[config.mk]
export PLATFORM = sky130hd
export DESIGN_NAME = prold_loader_flat
export DESIGN_NICKNAME = d
export VERILOG_FILES = /design/src/rtl/prold_loader_if.sv /design/src/rtl/prold_loader.sv /design/src/flat_wrapper.sv
export SDC_FILE = /design/constraint.sdc
export NUM_CORES = 1
export LEC_CHECK = 0
export ABC_CLOCK_PERIOD_IN_PS = 12400
export BUFFER_PORTS_ARGS = -buffer_cell sky130_fd_sc_hd__buf_2
export CAP_MARGIN = 30
export CORE_MARGIN = 5
export CORE_UTILIZATION = 63
export DETAILED_ROUTE_END_ITERATION = 12
export PLACE_DENSITY_LB_ADDON = 0.2
export SYNTH_ARGS = -nofsm -noshare
export SYNTH_HDL_FRONTEND = slang
export SYNTH_SLANG_ARGS = --single-unit
[constraint.sdc]
create_clock -name clk -period 12.4 [get_ports clk]
set_clock_uncertainty 0.15 [all_clocks]
set_input_delay 1.24 -clock clk [delete_from_list [all_inputs] [get_ports clk]]
set_output_delay 1.24 -clock clk [all_outputs]
set_load 0.005 [all_outputs]
[src/rtl/prold_loader_if.sv]
// rtl/prold_loader_if.sv - UART-side and fetch-side signal bundle for the program loader
//
// Signals:
//   rx_valid, rx_data  : received UART byte, never back-pressured
//   tx_valid, tx_ready : ack byte handshake (transfer when both high)
//   tx_data            : ack byte
//   prold_info         : packed {mode, order, pc, data} for the fetch unit
// Modports:
//   master : the environment (drives rx and tx_ready, observes tx and prold_info)
//   slave  : the loader itself
interface prold_loader_if #(
    parameter int LEN_PROLD_INFO = 66
) ();
    logic                      rx_valid;
    logic [7:0]                rx_data;
    logic                      tx_valid;
    logic                      tx_ready;
    logic [7:0]                tx_data;
    logic [LEN_PROLD_INFO-1:0] prold_info;

    modport master (
        output rx_valid, rx_data, tx_ready,
        input  tx_valid, tx_data, prold_info
    );

    modport slave (
        input  rx_valid, rx_data, tx_ready,
        output tx_valid, tx_data, prold_info
    );
endinterface

[src/rtl/prold_loader.sv]
// rtl/prold_loader.sv - UART program loader streaming instruction words to the fetch unit
//
// Ports:
//   clk   : single clock, rising edge
//   rst   : asynchronous, active-high reset
//   start : one-cycle request to begin a load (honoured only in IDLE)
//   bus   : prold_loader_if.slave (rx byte stream, tx ack handshake, prold_info)
// Load format: 4-byte big-endian word count N, then N 4-byte big-endian words.
// Each completed word produces a one-cycle order pulse with its pc/data.
// Optional macro PROLD_CHECKSUM_EN: one trailing byte is compared with the XOR
// of all size and data bytes; ack is 8'hAA on match, 8'h55 otherwise. Without
// it, the ack is always 8'hAA and no checksum byte is expected.
module prold_loader #(
    parameter int LEN_WORD       = 32,
    parameter int LEN_PROLD_INFO = 2*LEN_WORD+2
) (
    input  logic            clk,
    input  logic            rst,
    input  logic            start,
    prold_loader_if.slave   bus
);
    typedef enum logic [2:0] {IDLE, SIZE, DATA, CHECK, ACK} state_t;

    state_t              state_q, state_d;
    logic [1:0]          byte_cnt_q, byte_cnt_d;
    logic [23:0]         shift_q, shift_d;       // first three bytes of the word in flight
    logic [31:0]         rem_q, rem_d;           // words still to receive
    logic [LEN_WORD-1:0] next_pc_q, next_pc_d;   // address for the next completed word
    logic [LEN_WORD-1:0] pc_q, pc_d;
    logic [LEN_WORD-1:0] data_q, data_d;
    logic                order_q, order_d;
    logic [7:0]          tx_data_q, tx_data_d;
`ifdef PROLD_CHECKSUM_EN
    logic [7:0]          csum_q, csum_d;
`endif

    logic        rx_take;
    logic        word_done;
    logic [31:0] word;
    logic        mode;

    assign rx_take   = bus.rx_valid && (state_q == SIZE || state_q == DATA);
    assign word_done = rx_take && (byte_cnt_q == 2'd3);
    assign word      = {shift_q, bus.rx_data};
    assign mode      = (state_q != IDLE);

    always_comb begin
        state_d    = state_q;
        byte_cnt_d = byte_cnt_q;
        shift_d    = shift_q;
        rem_d      = rem_q;
        next_pc_d  = next_pc_q;
        pc_d       = pc_q;
        data_d     = data_q;
        order_d    = 1'b0;
        tx_data_d  = tx_data_q;
`ifdef PROLD_CHECKSUM_EN
        csum_d     = csum_q;
`endif

        // Byte counter wraps naturally after four bytes, so it is already
        // zero when SIZE hands over to DATA.
        if (rx_take) begin
            byte_cnt_d = byte_cnt_q + 2'd1;
            shift_d    = {shift_q[15:0], bus.rx_data};
`ifdef PROLD_CHECKSUM_EN
            csum_d     = csum_q ^ bus.rx_data;
`endif
        end

        case (state_q)
            IDLE: begin
                if (start) begin
                    state_d    = SIZE;
                    byte_cnt_d = 2'd0;
                    rem_d      = 32'd0;
                    next_pc_d  = '0;
                    pc_d       = '0;
`ifdef PROLD_CHECKSUM_EN
                    csum_d     = 8'd0;
`endif
                end
            end
            SIZE: begin
                if (word_done) begin
                    rem_d   = word;
                    state_d = (word == 32'd0) ? CHECK : DATA;
                end
            end
            DATA: begin
                if (word_done) begin
                    order_d   = 1'b1;
                    pc_d      = next_pc_q;
                    next_pc_d = next_pc_q + LEN_WORD'(4);
                    data_d    = LEN_WORD'(word);
                    rem_d     = rem_q - 32'd1;
                    // The last word's order pulse is issued while already in CHECK.
                    if (rem_q == 32'd1) begin
                        state_d = CHECK;
                    end
                end
            end
            CHECK: begin
`ifdef PROLD_CHECKSUM_EN
                if (bus.rx_valid) begin
                    tx_data_d = (bus.rx_data == csum_q) ? 8'hAA : 8'h55;
                    state_d   = ACK;
                end
`else
                tx_data_d = 8'hAA;
                state_d   = ACK;
`endif
            end
            ACK: begin
                if (bus.tx_ready) begin
                    state_d = IDLE;
                end
            end
            default: state_d = IDLE;
        endcase
    end

    always_ff @(posedge clk or posedge rst) begin
        if (rst) begin
            state_q    <= IDLE;
            byte_cnt_q <= 2'd0;
            shift_q    <= 24'd0;
            rem_q      <= 32'd0;
            next_pc_q  <= '0;
            pc_q       <= '0;
            data_q     <= '0;
            order_q    <= 1'b0;
            tx_data_q  <= 8'd0;
`ifdef PROLD_CHECKSUM_EN
            csum_q     <= 8'd0;
`endif
        end else begin
            state_q    <= state_d;
            byte_cnt_q <= byte_cnt_d;
            shift_q    <= shift_d;
            rem_q      <= rem_d;
            next_pc_q  <= next_pc_d;
            pc_q       <= pc_d;
            data_q     <= data_d;
            order_q    <= order_d;
            tx_data_q  <= tx_data_d;
`ifdef PROLD_CHECKSUM_EN
            csum_q     <= csum_d;
`endif
        end
    end

    assign bus.tx_valid   = (state_q == ACK);
    assign bus.tx_data    = tx_data_q;
    assign bus.prold_info = LEN_PROLD_INFO'({mode, order_q, pc_q, data_q});
endmodule

[src/flat_wrapper.sv]
// flat-port wrapper written by rule: the top's interface ports become plain ports
module prold_loader_flat 
#(
    parameter int LEN_WORD       = 32,
    parameter int LEN_PROLD_INFO = 2*LEN_WORD+2
)
  (clk, rst, start, bus_rx_valid, bus_rx_data, bus_tx_ready, bus_tx_valid, bus_tx_data, bus_prold_info);
  prold_loader_if #(.LEN_PROLD_INFO(LEN_PROLD_INFO)) bus_i ();
  input  logic clk;
  input  logic rst;
  input  logic start;
  input wire logic [$bits(bus_i.rx_valid)-1:0] bus_rx_valid;
  input wire logic [$bits(bus_i.rx_data)-1:0] bus_rx_data;
  input wire logic [$bits(bus_i.tx_ready)-1:0] bus_tx_ready;
  output wire logic [$bits(bus_i.tx_valid)-1:0] bus_tx_valid;
  output wire logic [$bits(bus_i.tx_data)-1:0] bus_tx_data;
  output wire logic [$bits(bus_i.prold_info)-1:0] bus_prold_info;
  assign bus_i.rx_valid = bus_rx_valid;
  assign bus_i.rx_data = bus_rx_data;
  assign bus_i.tx_ready = bus_tx_ready;
  assign bus_tx_valid = bus_i.tx_valid;
  assign bus_tx_data = bus_i.tx_data;
  assign bus_prold_info = bus_i.prold_info;
  prold_loader #(.LEN_WORD(LEN_WORD), .LEN_PROLD_INFO(LEN_PROLD_INFO)) u_core (.clk(clk), .rst(rst), .start(start), .bus(bus_i));
endmodule
==> flow_metrics.env, run 1 <==
export IMPL_status="complete, no violations"
export IMPL_avgSynthCellArea_um2=9.99
export IMPL_grt_max_degree=74
export IMPL_core_area_um2=11400
export IMPL_p_per_area_nw_per_um2=204
export IMPL_ant_nets=0
export IMPL_post_cts_buffers=0
export IMPL_fp_dieArea_um2=13900
export IMPL_areaGrowthSynthToFinish_pct=13.8
export IMPL_rows=39
export IMPL_clkSinkCount=156
export IMPL_io_pins=88
export IMPL_remaining_drc_errors=0
export IMPL_wl_mm=18.3
export IMPL_synth_area_leaders="dfrtp_1 53%, nand2_1 7.0%, mux2_2 3.7%, a22o_1 3.5%, o21ai_0 3.0%"
export IMPL_max_freq_mhz=321
export IMPL_vias_per_cell=6.38
export IMPL_cp_max_fo=33
export IMPL_max_clock_path_buffers=2
export IMPL_drive_gt1_frac=0.207
export IMPL_cap_violations=0
export IMPL_rr_startpoint="u_core.state_q[1]"
export IMPL_vias=6057
export IMPL_yosysTopAreaCell="dfrtp_1"
export IMPL_hold_viol=0
export IMPL_whs_path_depth=2
export IMPL_critPathArrivalTime_ns=3.27
export IMPL_max_slew_margin=0.325
export IMPL_ys_flop_type="dfrtp_1"
export IMPL_dpl_cell_count=918
export IMPL_cts_hold_buffers=0
export IMPL_layoutNonFillerInstCount=950
export IMPL_syn_area_um2=7330
export IMPL_total_leakage_power_nw=4.02
export IMPL_insertion_delay_ns=0.43
export IMPL_fp_dieW_um=118
export IMPL_num_fill_cells=827
export IMPL_crit_path_start_kind="flop"
export IMPL_worst_pin_slew_ns=1.01
export IMPL_antenna_found_initial=0
export IMPL_report_final_slew_viol_count=0
export IMPL_finalSetupTns_ns=0
export IMPL_cts_tree="built"
export IMPL_setup_viol=0
export IMPL_synth_seq_area_share=0.532
export IMPL_grt_pass1_wl_mm=30.8
export IMPL_endpoint_kind="flop"
export IMPL_finalNetCount=811
export IMPL_h_tree_depth=4
export IMPL_syn_inst=734
export IMPL_clk_pin_slew_ns=0.06
export IMPL_fin_crit_ns=3.11
export IMPL_timing_rr_end="u_core.next_pc_q[9]"
export IMPL_post_place_ws_ns=9.04
export IMPL_synth_edff_count=0
export IMPL_wl_per_cell_um=19.3
export IMPL_hold_path_end="u_core.data_q[23]"
export IMPL_worst_r2r_cell_count=5
export IMPL_gp_congestion=0.875
export IMPL_ff2ff_setup_slack_ns=9.29
export IMPL_worstSetupPathType="reg -> reg"
export IMPL_grt_pass1_vias=6104
export IMPL_grt_total_usage=0.272
export IMPL_min_delay_path_class="reg -> reg"
export IMPL_drtPass1Iterations=6
export IMPL_io_buffers=83
export IMPL_antennaDiodeCount=0
export IMPL_async_reset_ff_frac=1.00
export IMPL_synth_seq_cells=156
export IMPL_cts_buffers=17
export IMPL_yosys_area_top_type_share=0.532
export IMPL_required_ns=12.55
export IMPL_overflow=0
export IMPL_fin_ws_ns=9.29
export IMPL_worstHoldStart="u_core.data_q[23]"
export IMPL_start_util=0.642
export IMPL_ys_warn_count=0
export IMPL_ir_drop_uv=142
export IMPL_root_buffer="clkbuf_16"
export IMPL_die_y_um=118
export IMPL_min_period_over_period=0.251
export IMPL_cts_resized=0
export IMPL_drtIter0Drc=652
export IMPL_dp_hpwl_mm=12.1
export IMPL_rsz0062_at_grt="no"
export IMPL_synth_cell_type_count=58
==> power by group <==
part | leakage [nW] | internal, mW | switching, mW
combinational | 1.67 | 0.193 | 0.290
clock | 0.260 | 0.266 | 0.204
sequential | 2.09 | 0.611 | 0.139
==> cell families (layout without fill, tap and decap cells) <==
logic type | Yosys count | in the layout | synth area share
muxes | 25 | 25 | 0.0382
other | 1 | 4 | 0.000511
DFF | 156 | 156 | 0.532
adders and majority gates | 4 | 4 | 0.00682
and+or+nand+nor | 312 | 312 | 0.210
xor gates and xnor gates | 27 | 27 | 0.0322
buffers and inverters | 64 | 134 | 0.0404
AOI/OAI and AO/OA | 145 | 145 | 0.140
==> final cells by class <==
type | instances | area, um2 | area share
Timing Repair Buffer | 93 | 518 | 0.0621
Inverter | 9 | 38.8 | 0.00465
Multi-Input combinational cell | 517 | 3180 | 0.381
Clock buffer | 22 | 464 | 0.0556
Clock inverter | 10 | 66.3 | 0.00794
Sequential cell | 156 | 3900 | 0.468
Tap cell | 143 | 179 | 0.0214
==> cells in the mapped netlist (all sizes together) (2+ instances only) <==
master / instances
a21oi: 21
a221o: 2
a22o: 29
a22oi: 6
a31o: 3
a31oi: 4
a32oi: 11
and2: 7
and3: 3
and4: 8
buf: 24
clkbuf: 31
dfrtp: 156
ha: 4
inv: 9
mux2: 24
nand2: 137
nand2b: 5
nand3: 14
nand3b: 2
nand4: 16
nand4b: 2
nor2: 57
nor3: 16
nor3b: 4
nor4: 24
nor4b: 2
o2111ai: 2
o21ai: 44
o22ai: 2
o2bb2ai: 4
o311ai: 6
o31a: 2
or3: 6
or3b: 2
or4: 5
xnor2: 9
xor2: 18
==> how the worst max path moves through the flow <==
stage                            from               endpoint  slack (ns)  cells after the start
CTS                 u_core.state_q[1]    u_core.next_pc_q[9]        9.34                      5
floorplan                         rst  u_core.bus.tx_data[1]        6.80                      1
global route        u_core.state_q[1]   u_core.next_pc_q[19]        9.10                      8
finish              u_core.state_q[1]    u_core.next_pc_q[9]        9.29                      5
global placement         bus_rx_valid   u_core.next_pc_q[19]        9.16                      8
detailed placement       bus_rx_valid   u_core.next_pc_q[19]        9.04                      8
==> layout by cell type, fill, tap and decap left out, types with 6 or more instances in the layout <==
| master | Yosys | layout |
|---|---|---|
| a21oi_1 | 21 | 20 |
| a22o_1 | 29 | 29 |
| a22oi_1 | 6 | 6 |
| a32oi_1 | 11 | 11 |
| and2_1 | 7 | 7 |
| and4_1 | 8 | 8 |
| buf_2 | 6 | 83 |
| buf_4 | 11 | 8 |
| clkbuf_16 | 0 | 17 |
| dfrtp_1 | 156 | 156 |
| inv_1 | 9 | 7 |
| mux2_2 | 24 | 24 |
| nand2_1 | 137 | 137 |
| nand3_1 | 14 | 14 |
| nand4_1 | 16 | 16 |
| nor2_1 | 57 | 57 |
| nor3_1 | 15 | 15 |
| nor4_1 | 19 | 19 |
| o21ai_0 | 44 | 44 |
| o311ai_0 | 6 | 6 |
| or3_1 | 6 | 6 |
| xnor2_1 | 9 | 9 |
| xor2_1 | 18 | 18 |
==> worst max-delay path: stages (launching register included) <==
cell and delay (ns):
dfrtp_1 0.75, or3b_2 0.82, nor3_1 0.75, and4_1 0.30, xnor2_1 0.14, nor2_1 0.06
==> layer usage <==
layer | vias to the layer above | part of all wire | global-route usage | wire length [um]
met5 | - | 0 | 0 | 0
met4 | 0 | 0.030 | 0.105 | 555
met3 | 61 | 0.061 | 0.0663 | 1110
met2 | 228 | 0.51 | 0.455 | 9320
met1 | 3029 | 0.40 | 0.341 | 7340
li1 | 2739 | - | - | -
==> through the flow <==
step,cell area [um2],total power [mW],utilization,hold WS [ns]
6_report,8350,1.70,0.731,0.324
5_1_grt,8350,1.79,0.731,0.351
4_1_cts,8350,1.70,0.731,0.324
3_5_place_dp,7820,1.23,0.685,0.309
3_3_place_gp,7770,1.20,0.681,0.305
2_1_floorplan,7350,1.07,-,0.307
==> registers in the layout (all words and copies together), names as in the netlist <==
signal              flops
u_core.order_q          1
u_core.bus.tx_data      1
u_core.byte_cnt_q       2
u_core.next_pc_q       30
u_core.pc_q            31
u_core.shift_q         24
u_core.data_q          32
u_core.rem_q           32
u_core.state_q          3
Power figures use the tool's default switching activity.
==> run 2, diff against run 1 <==
- ABC_AREA: not set -> 1
- ABC_CLOCK_PERIOD_IN_PS: 12400 -> 3200
- CORE_UTILIZATION: 63 -> 59
- clock period: 12.4 -> 3.2 ns (I/O delays scaled with it)
==> run 2 against run 1 <==
Compared with the run above:
- register-to-register slack worse by 8.5 ns
- synthesized cell count is 49% higher
- cell count is 42% higher
- utilization is 6.2 points lower
- hold slack worse by 0.29 ns
- clock power grew to 4.1 times the previous value
- routed wire length is 15% higher
- critical endpoint is now u_core.next_pc_q[13]
- highest routed layer unchanged
==> flow_metrics.env, run 2 <==
export IMPL_ir_drop_uv=739
export IMPL_sw_frac_of_total=0.438
export IMPL_p_per_area_nw_per_um2=894
export IMPL_clk_pin_slew_ns=0.06
export IMPL_drive_gt1_frac=0.131
export IMPL_min_period_over_period=0.751
export IMPL_vias_per_cell=5.46
export IMPL_cap_violations=0
export IMPL_worstSetupPathType="reg -> reg"
export IMPL_critPathArrivalTime_ns=2.56
export IMPL_antenna_found_initial=0
export IMPL_max_freq_mhz=416
export IMPL_grt_pass1_wl_mm=34.5
export IMPL_rows=43
export IMPL_areaGrowthSynthToFinish_pct=12.4
export IMPL_ys_warn_count=0
export IMPL_clkSinkCount=156
export IMPL_io_buffers=83
export IMPL_multi_input_area_um2=3440
export IMPL_syn_area_um2=8170
export IMPL_antennaDiodeCount=0
export IMPL_yosys_area_top_type_share=0.478
export IMPL_cts_tree="built"
export IMPL_seqPwrFrac=0.353
export IMPL_num_fill_cells=1183
export IMPL_grt_pass1_vias=7089
export IMPL_status="complete, no violations"
export IMPL_crit_path_start_kind="flop"
export IMPL_worst_pin_slew_ns=0.751
export IMPL_rsz0062_at_grt="no"
export IMPL_fin_crit_ns=2.40
export IMPL_wl_mm=21.1
export IMPL_finalSetupTns_ns=0
export IMPL_vias=7381
export IMPL_cp_top_family="simple AND/OR/NAND/NOR gates"
export IMPL_synth_area_leaders="dfrtp_1 48%, nand2_1 15%, o21ai_0 6.4%, nor2_1 6.2%, inv_1 5.8%"
export IMPL_overflow=0
export IMPL_fp_dieW_um=128
export IMPL_die_y_um=128
export IMPL_ys_flop_type="dfrtp_1"
export IMPL_min_delay_path_class="in -> reg"
export IMPL_synth_cell_type_count=42
export IMPL_power_total_mw=8.21
export IMPL_p_int_mw=4.61
export IMPL_ys_top_cells_by_count="317 x nand2_1, 156 x dfrtp_1, 136 x nor2_1"
export IMPL_wl_per_cell_um=15.6
export IMPL_cpMostUsedCell="inv_2"
export IMPL_cp_max_fo=36
export IMPL_setup_viol=0
export IMPL_max_clock_path_buffers=2
export IMPL_endpoint_kind="flop"
export IMPL_root_buffer="clkbuf_16"
export IMPL_final_seq_area_um2=3900
export IMPL_grt_max_degree=52
export IMPL_h_tree_depth=4
export IMPL_grt_total_usage=0.267
export IMPL_dp_hpwl_mm=15.1
export IMPL_fp_dieArea_um2=16300
export IMPL_syn_inst=1092
export IMPL_p_comb_frac=0.410
export IMPL_power_share_clock=0.237
export IMPL_finalNetCount=1176
export IMPL_reg_top3="u_core.data_q (32), u_core.rem_q (32), u_core.pc_q (31)"
export IMPL_yosysTopAreaCell="dfrtp_1"
export IMPL_drtPass1Iterations=8
export IMPL_synth_seq_cells=156
export IMPL_total_leakage_power_nw=4.59
export IMPL_slowest_delay_ns=0.43
export IMPL_gp_congestion=0.945
export IMPL_report_final_slew_viol_count=0
export IMPL_synth_seq_area_share=0.478
export IMPL_synth_most_common_cell="nand2_1"
export IMPL_avgSynthCellArea_um2=7.48
export IMPL_start_util=0.595
export IMPL_crit_chain="inv_2, nand3_4, inv_2, nand3_2, nand2_4, inv_2, nor3_1, nor3_1"
export IMPL_final_cell_mix="317 x nand2_1, 156 x dfrtp_1, 136 x nor2_1"
export IMPL_slowest_stage="dfrtp_1"
export IMPL_postPlaceCellArea_um2=8600
export IMPL_hold_viol=0
export IMPL_post_cts_buffers=0
export IMPL_ant_nets=0
export IMPL_core_area_um2=13700
export IMPL_path_buf_inv=3
export IMPL_p_sw_mw=3.59
export IMPL_insertion_delay_ns=0.42
export IMPL_cts_buffers=17
export IMPL_max_slew_margin=0.498
export IMPL_synth_edff_count=0
export IMPL_async_reset_ff_frac=1.00
export IMPL_io_pins=88
export IMPL_drtIter0Drc=600
export IMPL_remaining_drc_errors=0
export IMPL_required_ns=3.36
export IMPL_final_area_um2=9180
export IMPL_final_common_cell="nand2_1"
run 2: changes by cell type in the layout (fill, tap and decap cells not counted), sizes merged, moves of 23 or more:
cell / previous run / this run
a22o: 29 / 0
inv: 11 / 136
mux2: 24 / 0
nand2: 137 / 321
nand3: 14 / 62
nor2: 57 / 140
nor4: 24 / 1
o21ai: 44 / 135
run 2: final timing paths:
check                                        to  slack [ns]              start  cells past startpoint
max                        u_core.next_pc_q[13]        0.80  u_core.state_q[2]                      8
min                           u_core.state_q[2]        0.03       bus_tx_ready                      4
max reg2reg                u_core.next_pc_q[13]        0.80  u_core.state_q[2]                      8
min reg2reg                     u_core.pc_q[17]        0.31    u_core.pc_q[17]                      2
max in group asynchronous      u_core.rem_q[24]        1.85                rst                      4
min in group asynchronous      u_core.data_q[5]        0.36                rst                      3
run 2: metal layers:
metal,GRT usage,share of wire
met2,0.451,0.49
met3,0.0546,0.058
met4,0.118,0.035
met5,0,0
met1,0.334,0.41
run 2: cell families after synthesis:
family / after synthesis / share of synthesized area
and+or+nand+nor: 555 / 0.285
AOI/OAI and AO/OA: 188 / 0.123
buffers and inverters: 183 / 0.102
DFF: 156 / 0.478
xor gates and xnor gates: 5 / 0.00536
adders and majority gates: 4 / 0.00613
other: 1 / 0.000459
run 2: layout make-up:
class	count	share of cell area
clock inverter	12	0.0125
sequential	156	0.425
tap	180	0.0245
timing repair buffer	93	0.0564
multi-input combinational	756	0.375
inverter	135	0.0564
clock buffer	20	0.0498
run 2: through the flow:
step	worst slack, ns	hold WS, ns	util	std cells
3_3_place_gp	0.890	0.278	0.627	1319
4_1_cts	0.791	0.0273	0.669	1352
2_1_floorplan	0.757	0.303	-	1095
3_5_place_dp	0.806	0.274	0.627	1319
6_report	0.798	0.0335	0.669	1352
5_1_grt	0.585	0.0396	0.669	1352
run 2: what timing repair did:
| item | 4_1_cts | 5_1_grt |
|---|---|---|
| resized for setup | 0 | 0 |
| hold endpoints to repair | 22 | 0 |
| hold buffers | 1 | 0 |
run 2: power groups by stage:
| stage | clock [mW] | combinational (mW) | sequential, mW |
|---|---|---|---|
| 2_1_floorplan | 0 | 2.66 | 2.80 |
| 6_report | 1.94 | 3.37 | 2.90 |
| 4_1_cts | 1.97 | 3.35 | 2.88 |
| 3_5_place_dp | 0 | 3.32 | 2.90 |
| 3_3_place_gp | 0 | 3.26 | 2.89 |
| 5_1_grt | 2.06 | 3.81 | 2.95 |
run 2: tightest hold or removal path, stage by stage:
cell and delay [ns]:
buf_2 0.08, inv_1 0.03, nand2_1 0.09, nand2_1 0.06
==> run 3, diff against run 2 <==
- ABC_CLOCK_PERIOD_IN_PS: 3200 -> 2100
- CORE_UTILIZATION: 59 -> 53
- clock period: 3.2 -> 2.1 ns (I/O delays scaled with it)
==> run 3 against run 2 <==
Compared with the run above:
- largest cell class unchanged
- the flow now finishes with violations (negative hold slack)
- via count decreased by 1.1%
- setup slack got worse by 0.59 ns
- routed wire length decreased by 0.54%
- critical path type unchanged
==> flow_metrics.env, run 3 (synthesized netlist as in run 2, its figures left out) <==
export IMPL_ant_nets=0
export IMPL_post_cts_buffers=0
export IMPL_setup_viol=0
export IMPL_die_y_um=134
export IMPL_hold_viol=1
export IMPL_min_period_over_period=0.902
export IMPL_grt_pass1_wl_mm=35.0
export IMPL_finalNetCount=1192
export IMPL_max_clock_path_buffers=2
export IMPL_rsz0062_at_grt="no"
export IMPL_p_per_area_nw_per_um2=1370
export IMPL_cp_max_fo=36
export IMPL_fp_dieArea_um2=18000
export IMPL_violations="negative hold slack"
export IMPL_required_ns=2.30
export IMPL_cts_resized=0
export IMPL_vias_per_cell=5.31
export IMPL_grt_pass1_vias=6900
export IMPL_io_buffers=83
export IMPL_finalSetupTns_ns=0
export IMPL_fp_dieW_um=134
export IMPL_slowest_delay_ns=0.46
export IMPL_grt_max_degree=92
export IMPL_multi_input_area_um2=3450
export IMPL_clkSinkCount=156
export IMPL_grt_total_usage=0.244
export IMPL_drtPass1Iterations=5
export IMPL_path_buf_inv=3
export IMPL_fin_ws_ns=0.206
export IMPL_insertion_delay_ns=0.44
export IMPL_worstSetupPathType="reg -> reg"
export IMPL_fin_crit_ns=1.89
export IMPL_wl_per_cell_um=15.2
export IMPL_h_tree_depth=4
export IMPL_final_common_cell="nand2_1"
export IMPL_final_cell_mix="317 x nand2_1, 156 x dfrtp_1, 136 x nor2_1"
export IMPL_num_fill_cells=1387
export IMPL_post_place_ws_ns=0.195
export IMPL_dp_hpwl_mm=14.7
export IMPL_cts_buffers=17
export IMPL_start_util=0.539
export IMPL_critPathArrivalTime_ns=2.10
export IMPL_root_buffer="clkbuf_16"
export IMPL_worst_r2r_cell_count=8
export IMPL_cpMostUsedCell="inv_2"
export IMPL_overflow=0
export IMPL_max_slew_margin=0.601
export IMPL_worst_pin_slew_ns=0.598
export IMPL_antennaDiodeCount=0
export IMPL_wl_mm=21.0
export IMPL_hold_slack_ns=-0.00677
export IMPL_slowest_stage="dfrtp_1"
export IMPL_endpoint_kind="flop"
export IMPL_cts_tree="built"
export IMPL_cts_hold_buffers=9
export IMPL_min_delay_path_class="in -> reg"
export IMPL_final_seq_area_um2=3900
export IMPL_antenna_found_initial=0
export IMPL_cap_violations=0
export IMPL_remaining_drc_errors=0
export IMPL_gp_congestion=0.962
export IMPL_drtIter0Drc=612
export IMPL_whs_path_depth=3
export IMPL_crit_cells=8
export IMPL_total_leakage_power_nw=4.67
export IMPL_cp_top_family="buffers and inverters"
export IMPL_clk_pin_slew_ns=0.06
export IMPL_final_core_util=0.619
export IMPL_reg_top3="u_core.data_q (32), u_core.rem_q (32), u_core.pc_q (31)"
export IMPL_crit_path_start_kind="flop"
export IMPL_areaGrowthSynthToFinish_pct=14.8
export IMPL_report_final_slew_viol_count=0
export IMPL_final_area_um2=9380
export IMPL_postPlaceCellArea_um2=8710
export IMPL_core_area_um2=15100
export IMPL_io_pins=88
export IMPL_max_freq_mhz=528
export IMPL_drive_gt1_frac=0.135
export IMPL_vias=7299
export IMPL_ir_drop_uv=733
export IMPL_status="complete, but fails checks"
export IMPL_crit_chain="inv_2, nand3_4, inv_2, nand3_4, nand2_4, inv_2, nor3_1, nor3_1"
export IMPL_rows=45
-- run 3: cell count changes in the layout (fill, tap and decap cells not counted), sizes merged, moves of 2 or more --
| cell | delta |
|---|---|
| buf | +8 |
| clkinv | -4 |
| dlygate4sd3 | +8 |
| inv | +2 |
-- run 3: layout make-up --
| type | instances | area share |
|---|---|---|
| flip-flops and latches | 156 | 0.416 |
| multi-input cells | 756 | 0.368 |
| repair buffers | 109 | 0.0742 |
| inverters | 135 | 0.0553 |
| clock buffers | 19 | 0.0462 |
| well taps | 188 | 0.0251 |
| clock inverters | 12 | 0.0149 |
-- run 3: worst paths after layout --
path | startpoint | to | slack (ns)
max | u_core.state_q[0] | u_core.next_pc_q[14] | 0.21
min | bus_rx_data[7] | u_core.data_q[7] | -0.007
max reg2reg | u_core.state_q[0] | u_core.next_pc_q[14] | 0.21
min reg2reg | u_core.data_q[29] | u_core.data_q[29] | 0.32
max in group asynchronous | rst | u_core.shift_q[21] | 1.10
min in group asynchronous | rst | u_core.next_pc_q[14] | 0.34
-- run 3: where the power goes --
group          switching [mW]  internal (mW)  total [mW]
clock                    1.30           1.76        3.06
sequential              0.650           3.75        4.40
combinational            3.61           1.81        5.42
-- run 3: through the flow --
| step | total power, mW | cells |
|---|---|---|
| global placement | 9.69 | 1335 |
| detailed placement | 9.78 | 1335 |
| CTS | 12.9 | 1375 |
| floorplan | 8.32 | 1095 |
| finish | 12.9 | 1375 |
| global route | 13.9 | 1375 |
-- run 3: metal layers --
layer  vias to the layer above  routed length [um]  track usage
met5                         -                   0            0
met4                         0                 495       0.0820
met2                       212                9810        0.389
met1                      3437                9510        0.335
met3                        33                1150       0.0499
li1                       3617                   -            -
-- run 3: worst min-delay path, cell delays in order --
cell and delay (ns):
buf_2 0.09, inv_1 0.08, o21ai_0 0.15
